<file path="src/rtl/lms_pkg.sv">
`default_nettype none
// +----------------------------------------------------------------------------+
// | lms_pkg                                                                    |
// | Shared constants for the LMS filter and its error monitor.                 |
// | Revision: 1.0                                                              |
// +----------------------------------------------------------------------------+
package lms_pkg;

    localparam int c_W1 = 16;
    localparam int c_W2 = 16;
    localparam int c_WM = 32;

    localparam logic [1:0] c_ST_ACQUIRE   = 2'd0;
    localparam logic [1:0] c_ST_CONVERGED = 2'd1;
    localparam logic [1:0] c_ST_DIVERGED  = 2'd2;

endpackage
`default_nettype wire

</file>
<file path="src/rtl/lms_sq_acc.sv">
`default_nettype none
// +----------------------------------------------------------------------------+
// | lms_sq_acc                                                                 |
// | Square / accumulate pipeline producing mean-square error per window.       |
// | Revision: 1.0                                                              |
// +----------------------------------------------------------------------------+
module lms_sq_acc
    import lms_pkg::*;
#(
    parameter int W2    = c_W2,
    parameter int LOG_N = 4,
    parameter int WM    = c_WM
) (
    input  logic                 clk,
    input  logic                 reset,
    input  logic                 restart,
    input  logic signed [W2-1:0] e_in,
    input  logic                 e_valid,
    output logic [WM-1:0]        mse_out,
    output logic                 mse_valid
);

    localparam int             c_AW   = 2 * W2 + LOG_N;
    localparam logic [LOG_N-1:0] c_LAST = '1;
    localparam logic [LOG_N-1:0] c_ONE  = LOG_N'(1);

    logic signed [W2-1:0]   r_e;
    logic                   r_v1;
    logic [2*W2-1:0]        r_sq;
    logic                   r_v2;
    logic [c_AW-1:0]        r_acc;
    logic [LOG_N-1:0]       r_cnt;
    logic [WM-1:0]          r_mse;
    logic                   r_mse_valid;

    logic signed [2*W2-1:0] w_ext;
    logic signed [2*W2-1:0] w_prod;
    logic [c_AW-1:0]        w_sum;
    logic [c_AW-1:0]        w_shift;

    // Full-width signed square: (-2^(W2-1))^2 still fits as a positive value.
    assign w_ext   = {{W2{r_e[W2-1]}}, r_e};
    assign w_prod  = w_ext * w_ext;
    assign w_sum   = r_acc + {{LOG_N{1'b0}}, r_sq};
    assign w_shift = w_sum >> LOG_N;

    always_ff @(posedge clk) begin
        if (reset) begin
            r_e         <= '0;
            r_v1        <= 1'b0;
            r_sq        <= '0;
            r_v2        <= 1'b0;
            r_acc       <= '0;
            r_cnt       <= '0;
            r_mse       <= '0;
            r_mse_valid <= 1'b0;
        end else if (restart) begin
            r_v1        <= 1'b0;
            r_v2        <= 1'b0;
            r_acc       <= '0;
            r_cnt       <= '0;
            r_mse_valid <= 1'b0;
        end else begin
            r_v1        <= e_valid;
            r_v2        <= r_v1;
            r_mse_valid <= 1'b0;
            if (e_valid) begin
                r_e <= e_in;
            end
            if (r_v1) begin
                r_sq <= $unsigned(w_prod);
            end
            if (r_v2) begin
                if (r_cnt == c_LAST) begin
                    r_mse       <= WM'(w_shift);
                    r_mse_valid <= 1'b1;
                    r_acc       <= '0;
                    r_cnt       <= '0;
                end else begin
                    r_acc <= w_sum;
                    r_cnt <= r_cnt + c_ONE;
                end
            end
        end
    end

    assign mse_out   = r_mse;
    assign mse_valid = r_mse_valid;

endmodule
`default_nettype wire

</file>
<file path="src/rtl/lms_err_monitor.sv">
`default_nettype none
// +----------------------------------------------------------------------------+
// | lms_err_monitor                                                            |
// | Windowed MSE of the LMS error with convergence / divergence tracking.      |
// | Revision: 1.0                                                              |
// +----------------------------------------------------------------------------+
module lms_err_monitor
    import lms_pkg::*;
#(
    parameter int W2    = c_W2,
    parameter int LOG_N = 4,
    parameter int HOLD  = 3,
    parameter int WM    = c_WM
) (
    input  logic                 clk,
    input  logic                 reset,
    input  logic signed [W2-1:0] e_in,
    input  logic                 e_valid,
    input  logic                 restart,
    input  logic [WM-1:0]        thr_lo,
    input  logic [WM-1:0]        thr_hi,
    output logic [WM-1:0]        mse_out,
    output logic                 mse_valid,
    output logic                 converged,
    output logic                 alarm
);

    localparam int              c_HW       = $clog2(HOLD + 2);
    localparam logic [c_HW-1:0] c_HOLD     = c_HW'(HOLD);
    localparam logic [c_HW-1:0] c_HOLD_ONE = c_HW'(1);

    logic [WM-1:0]   w_mse;
    logic            w_mse_valid;
    logic [c_HW-1:0] w_hold_nxt;

    logic [1:0]      r_state;
    logic [c_HW-1:0] r_hold;
    logic            r_converged;
    logic            r_alarm;

    lms_sq_acc #(
        .W2    (W2),
        .LOG_N (LOG_N),
        .WM    (WM)
    ) u_sq_acc (
        .clk       (clk),
        .reset     (reset),
        .restart   (restart),
        .e_in      (e_in),
        .e_valid   (e_valid),
        .mse_out   (w_mse),
        .mse_valid (w_mse_valid)
    );

    always_comb begin
        w_hold_nxt = r_hold;
        if (r_hold != c_HOLD) begin
            w_hold_nxt = r_hold + c_HOLD_ONE;
        end
    end

    // Evaluated only on a window result; DIVERGED is left only via reset/restart.
    always_ff @(posedge clk) begin
        if (reset || restart) begin
            r_state     <= c_ST_ACQUIRE;
            r_hold      <= '0;
            r_converged <= 1'b0;
            r_alarm     <= 1'b0;
        end else if (w_mse_valid) begin
            case (r_state)
                c_ST_ACQUIRE: begin
                    if (w_mse < thr_lo) begin
                        if (w_hold_nxt == c_HOLD) begin
                            r_state     <= c_ST_CONVERGED;
                            r_hold      <= '0;
                            r_converged <= 1'b1;
                        end else begin
                            r_hold <= w_hold_nxt;
                        end
                    end else begin
                        r_hold <= '0;
                    end
                end
                c_ST_CONVERGED: begin
                    if (w_mse > thr_hi) begin
                        r_state     <= c_ST_DIVERGED;
                        r_converged <= 1'b0;
                        r_alarm     <= 1'b1;
                    end
                end
                c_ST_DIVERGED: begin
                    r_state <= c_ST_DIVERGED;
                end
                default: begin
                    r_state     <= c_ST_ACQUIRE;
                    r_hold      <= '0;
                    r_converged <= 1'b0;
                    r_alarm     <= 1'b0;
                end
            endcase
        end
    end

    assign mse_out   = w_mse;
    assign mse_valid = w_mse_valid;
    assign converged = r_converged;
    assign alarm     = r_alarm;

endmodule
`default_nettype wire
</file>
<file path="config.mk">
export PLATFORM = sky130hd
export DESIGN_NAME = lms_err_monitor
export DESIGN_NICKNAME = d
export VERILOG_FILES = /design/src/rtl/lms_pkg.sv /design/src/rtl/lms_sq_acc.sv /design/src/rtl/lms_err_monitor.sv
export SDC_FILE = /design/constraint.sdc
export NUM_CORES = 1
export LEC_CHECK = 0
export BUFFER_PORTS_ARGS = -buffer_cell sky130_fd_sc_hd__buf_2
export CAP_MARGIN = 40
export CORE_ASPECT_RATIO = 0.9
export CORE_UTILIZATION = 55
export CTS_BUF_LIST = sky130_fd_sc_hd__clkbuf_2 sky130_fd_sc_hd__clkbuf_4 sky130_fd_sc_hd__clkbuf_8
export DETAILED_ROUTE_END_ITERATION = 10
export PLACE_DENSITY_LB_ADDON = 0.05
export RECOVER_POWER = 100
export SYNTH_ARGS = -nofsm -noshare
export SYNTH_HDL_FRONTEND = slang
export SYNTH_HIERARCHICAL = 1
export SYNTH_SLANG_ARGS = --single-unit
</file>
<file path="constraint.sdc">
create_clock -name clk -period 8.15 [get_ports clk]
set_clock_uncertainty 0.1 [all_clocks]
set_input_delay 0 -clock clk [delete_from_list [all_inputs] [get_ports clk]]
set_output_delay 0 -clock clk [all_outputs]
set_load 0.03 [all_outputs]
</file>
# Yosys cells after proc, flatten, opt, wreduce, memory -nomap -nowiden
# Index checks and enable logic that the tools add are counted.
[word_totals] mem_bits_ro=0 regBits=130 ram_bits=0 latchBits=0 word_cells=61 n_memories=0 output_inout_bits=35
[classes] n_mux=17 n_mul=1 n_eq_ne=8 n_shift=0 n_reduce_logical=13 bitwise_logic=5 n_div=0 n_lt_le_gt_ge=2 addsub=3
[ops] operator="adder 36 x 32 -> 36 bit" n=1
[ops] operator="two-way mux 36 bit" n=1
[ops] operator="> comparator 32 bit" n=1
[ops] operator="< comparator 32 bit" n=1
[ops] operator="multiplier 16 x 16 -> 32 bit" n=1
[ops] operator="two-way mux 3 bit" n=3
[ops] operator="two-way mux 2 bit" n=3
[ops] operator="!= test 2 bit, second input constant" n=3
[ops] operator="case mux 2 bit (3 select lines)" n=1
[ops] operator="case mux 3 bit (2 select lines)" n=1
[ops] operator="AND reduction 2 bit" n=3
[ops] operator="AND reduction 3 bit" n=2
[ops] operator="OR reduction 2 bit" n=3
[ops] operator="two-way mux 1 bit" n=5
[ops] operator="NOT 1 bit" n=5
[ops] operator="AND reduction 5 bit" n=1
[ops] operator="adder 4 x 1 -> 4 bit, second input constant" n=1
[ops] operator="equality test 4 bit, second input constant" n=1
[ops] operator="two-way mux 4 bit" n=1
[ops] operator="AND reduction 4 bit" n=1
[ops] operator="adder 3 x 1 -> 3 bit, second input constant" n=1
[ops] operator="equality test 3 x 2 -> 1 bit, second input constant" n=1
[ops] operator="!= test 3 x 2 -> 1 bit, second input constant" n=1
[ops] operator="case mux 1 bit (3 select lines)" n=1
[ops] operator="other kinds (6)" n=6

# Depth between registers and ports, before layout
[depth] word_depth=6 depth_mapped=26

# Cells and area by module
# Netlist, hierarchy kept.
[by_module_without_submodules] module="lms_sq_acc" n_inst=1 area_each_um2=14809.2 seq_area_each_um2=2442.3 cells_each=1687
[by_module_without_submodules] module="lms_err_monitor" n_inst=1 area_each_um2=2085.8 seq_area_each_um2=140.1 cells_each=284

# Least setup slack after synthesis
# Ideal clock, no wire load.
[synth_timing] path_type="register to register" start="reg u_sq_acc.r_e[6]" end="reg u_sq_acc.r_sq[31]" arrival_time_ns=5.989 slack_ns=1.944 synth_period_minus_slack_ns=6.206 required_ns=7.933 path_stages_with_launch=24 path_cell_list="dfxtp_1 > clkbuf_1 > clkbuf_1 > nand2_1 > fa_1 > fa_1 > fa_1 > inv_1 > fa_1 > fa_1 > inv_1 > fa_1 > inv_1 > ha_1 > clkbuf_1 > a21o_1 > a21o_1 > a21o_1 > a21o_1 > a31o_1 > o311ai_2 > a31oi_1 > xnor2_1 > o21ai_1"
[synth_between] elab_chain_len=1
[synth_rtl] item="start: declaration" line="lms_sq_acc.sv:27" rtl="logic signed [W2-1:0] r_e;"
[synth_rtl] item="start signal: assignment" line="lms_sq_acc.sv:68" rtl="r_e <= e_in;"
[synth_rtl] item="multiplier 16 x 16 -> 32 bit" line="lms_sq_acc.sv:43" rtl="assign w_prod = w_ext * w_ext;"
[synth_rtl] item="end signal: assignment" line="lms_sq_acc.sv:71" rtl="r_sq <= $unsigned(w_prod);"
[synth_rtl] item="end: declaration" line="lms_sq_acc.sv:29" rtl="logic [2*W2-1:0] r_sq;"
# Every way passes these cells.
# A chain may end at the register's enable or synchronous reset.

# Worst setup path in the final report
[layout_timing] start="reg u_sq_acc.r_e[9]" end="reg u_sq_acc.r_sq[29]"
# The elaborated chain is that of the path after synthesis.

==> flow_summary.toml <==
[synth]
synth_top_area_share_pct = 28.1
synthFlopType = "dfxtp_1"
synth_area_um2 = 16900
synthXorXnorAreaFrac_pct = 3.42
synthCells = 1971
syn_avg_cell_area_um2 = 8.57
yosysWarnings = 6
synth-seq-cells = 129
synthTopCellsByArea = "fa_1 (28%), dfxtp_1 (15%), ha_1 (14%)"
muxShareOfSynthArea_pct = 0.237
synth-simple-area-share_pct = 14.3
ys_seq_area_share_pct = 15.3
synth-compound-area-share_pct = 14.6
synth.distinct_cells = 81
synth_top_family_by_area = "adder cells"
synth-edff-count = 0
yosysTopAreaCell = "fa_1"
ys_async_sr_fraction_pct = 0
yosys.area_share.adder_pct = 41.8
synth_fp_nets = 2477

[run_status]
status = "finished, violations left"
violations = "capacitance limit, slew limit"

[sta]
finalCritPeriodShare_pct = 86.8
maxSlewViolCount = 98
setup_tns_ps = 0
period_minus_slack_ps = 7070
setup_viol = 0
rsz0062_at_grt = "false"
worst_pin_slew_ps = 3210
relSlewSlack_pct = -114
finalHoldViolCount = 0
max_freq_mhz = 141

[pwr]
vdd_drop_max_mv = 0.101
p_leak_nw = 9.26
finalPower_mw = 1.55
power.density_nw_per_um2 = 85.0

[cts]
htreeDepth = 4
clockBufferDepth = 2
cts_tree = "built"
cts_made_buffers = 17
clkTransAtPathRegs_ps = 90
clkSinkCount = 129
cts_setup_buffers = 0
cts-root-buf = "clkbuf_8"
clk_latency_ps = 460

[routing]
met2_wirelength_um = 18300
viasPerCell = 5.35
first_iter_violations = 729
firstDrtPassIters = 5
highest_layer = "met4"
drc = 0
met1Wirelength_um = 17500
antenna_left = 0
vias = 13300
wl_met3_um = 1270
drt_wl_total_um = 37700
wl_per_cell_um = 15.1

[placement]
gp_congestion = 0.857
place_inst = 2441
port_buffers = 118
dp_hpwl_um = 30400

[flow_run]
cap_violations = 2

[critical_path]
crit_cells = 23
rrSetupSlack_ps = 1080
cp_max_fo = 19
r2r-start = "u_sq_acc/r_e[9]"
timing.rr.end = "u_sq_acc/r_sq[29]"
critPathMaxStageDelay_ps = 840
r2r.worst_path.cells = 23
end_kind = "flop"
cp.required_ps = 8240
startpoint_type = "flop"
endpoint = "u_sq_acc/r_sq[29]"
worstPathArrival_ps = 7160
critPathBufInv = 6
critPathSlowestCell = "dfxtp_1"
path_cells = "and2_1 -> inv_1 -> fa_1 -> inv_1 -> fa_1 -> inv_1 -> fa_1 -> inv_1 -> fa_1 -> fa_1 -> inv_1 -> fa_1 -> inv_1 -> ha_1 -> a21o_1 -> a21o_1 -> a21oi_1 -> o22ai_1 -> a31o_1 -> o311ai_0 -> a21oi_1 -> nor2_1 -> a311oi_1"
crit_start = "u_sq_acc/r_e[9]"
critical_path_class = "flop to flop"
cp_top_family = "adder cells"

[global_route]
grt_pass1_wl_um = 65500
track_usage_pct = 25.8
grt_max_degree = 71
antenna_found_initial = 0
first_global_vias = 13700
overflow = 0

[final_layout]
layout.nets = 2583
regArea_um2 = 2580
utilization_pct = 60.9
syn_to_final_growth_pct = 8.24
drive_gt1_share_pct = 6.79
fin_cells = 2493
layout_commonest_cell = "inv_1"
diodes = 0
num-fill-cells = 2766
layout_common_cells = "inv_1 (407), nand2_1 (240), fa_1 (237), ha_1 (185), a21oi_1 (137)"
multi_input_area_um2 = 12500

[die]
io_pins = 119
core-area_um2 = 30000
die_w_um = 187
start_util_pct = 56.3
die_height_um = 168
rows = 60
dieArea_um2 = 31400

[hold_path]
worstHoldPathType = "primary input to flop"
state kept, by name (all words and copies together) (netlist names):
register,count
u_sq_acc/r_cnt,4
u_sq_acc/r_v2,1
alarm,1
r_hold,3
converged,1
u_sq_acc/r_sq,31
u_sq_acc/r_v1,1
u_sq_acc/r_e,16
r_state,2
u_sq_acc/mse_valid,1
u_sq_acc/mse_out,32
u_sq_acc/r_acc,36
worst min path at each step:
| stage | start | end | cells past startpoint | slack (ps) |
|---|---|---|---|---|
| CTS | e_valid | u_sq_acc/r_e[12] | 4 | 3 |
| finish | e_valid | u_sq_acc/r_e[8] | 4 | 40 |
| global route | e_valid | u_sq_acc/r_e[10] | 4 | 60 |
| global placement | e_in[13] | u_sq_acc/r_e[13] | 3 | 140 |
| floorplan | reset | r_state[0] | 1 | -40 |
| detailed placement | e_in[8] | u_sq_acc/r_e[8] | 3 | 150 |
through the flow:
step	setup WS, ps	area, µm²	hold slack, ps
3_3_place_gp	1500	17800	143
5_1_grt	645	18300	62.7
2_1_floorplan	1940	16900	-35.7
4_1_cts	1340	18400	3.08
3_5_place_dp	1390	17900	151
6_report	1080	18300	43.4
layout make-up:
class,count,area share [%]
inverters,409,8.39
multi-input cells,1373,68.2
repair buffers,147,4.43
clock buffers,18,1.35
clock inverters,14,0.794
well taps,403,2.76
flip-flops and latches,129,14.1
cells by family after synthesis:
kind of cell,count (synthesis)
fa+ha+maj,422
simple gates,514
compound gates,367
xor+xnor,66
flops,129
mux,4
buf+inv,469
power by group:
part | switching [mW] | internal (mW)
logic | 0.188 | 0.141
registers | 0.0220 | 0.636
clock network | 0.308 | 0.260
total | 0.518 | 1.04
routing by layer:
layer	vias to the layer above	track usage [%]
met5	-	0
met3	44	2.54
met1	6499	34.7
met2	260	44.4
li1	6537	-
met4	0	7.13
timing repair:
| item | 4_1_cts | 5_1_grt |
|---|---|---|
| setup endpoints to repair | 0 | 0 |
| hold buffers | 20 | 0 |
| hold endpoints to repair | 30 | 0 |
| resized for setup | 0 | 0 |
cell usage after synthesis (5+ instances only):
cell type,count
inv_1,407
nand2_1,240
fa_1,237
ha_1,185
a21oi_1,137
dfxtp_1,129
nor2_1,93
clkbuf_1,55
and2_1,54
o21ai_0,46
xnor2_1,44
a21o_1,35
xor2_1,22
a22oi_1,20
nand3_1,20
nand2b_1,19
a211oi_1,18
nor3_1,16
o21a_1,14
nand4_1,12
a22o_1,10
and3_1,9
or3_1,9
o21ai_1,8
o21bai_1,8
a31oi_1,7
nor2b_1,7
nand3b_1,6
o211ai_1,6
a211o_1,5
and4_1,5
buf_1,5
o31ai_1,5
worst reg2reg max path, cell delays in order, from the launching register on:
cell	delay (ps)
dfxtp_1	840
and2_1	280
inv_1	60
fa_1	490
inv_1	60
fa_1	500
inv_1	50
fa_1	530
inv_1	50
fa_1	450
fa_1	480
inv_1	50
fa_1	470
inv_1	40
ha_1	350
a21o_1	190
a21o_1	180
a21oi_1	140
o22ai_1	170
a31o_1	310
o311ai_0	650
a21oi_1	200
nor2_1	140
a311oi_1	50
Power figures use the tool's default switching activity.
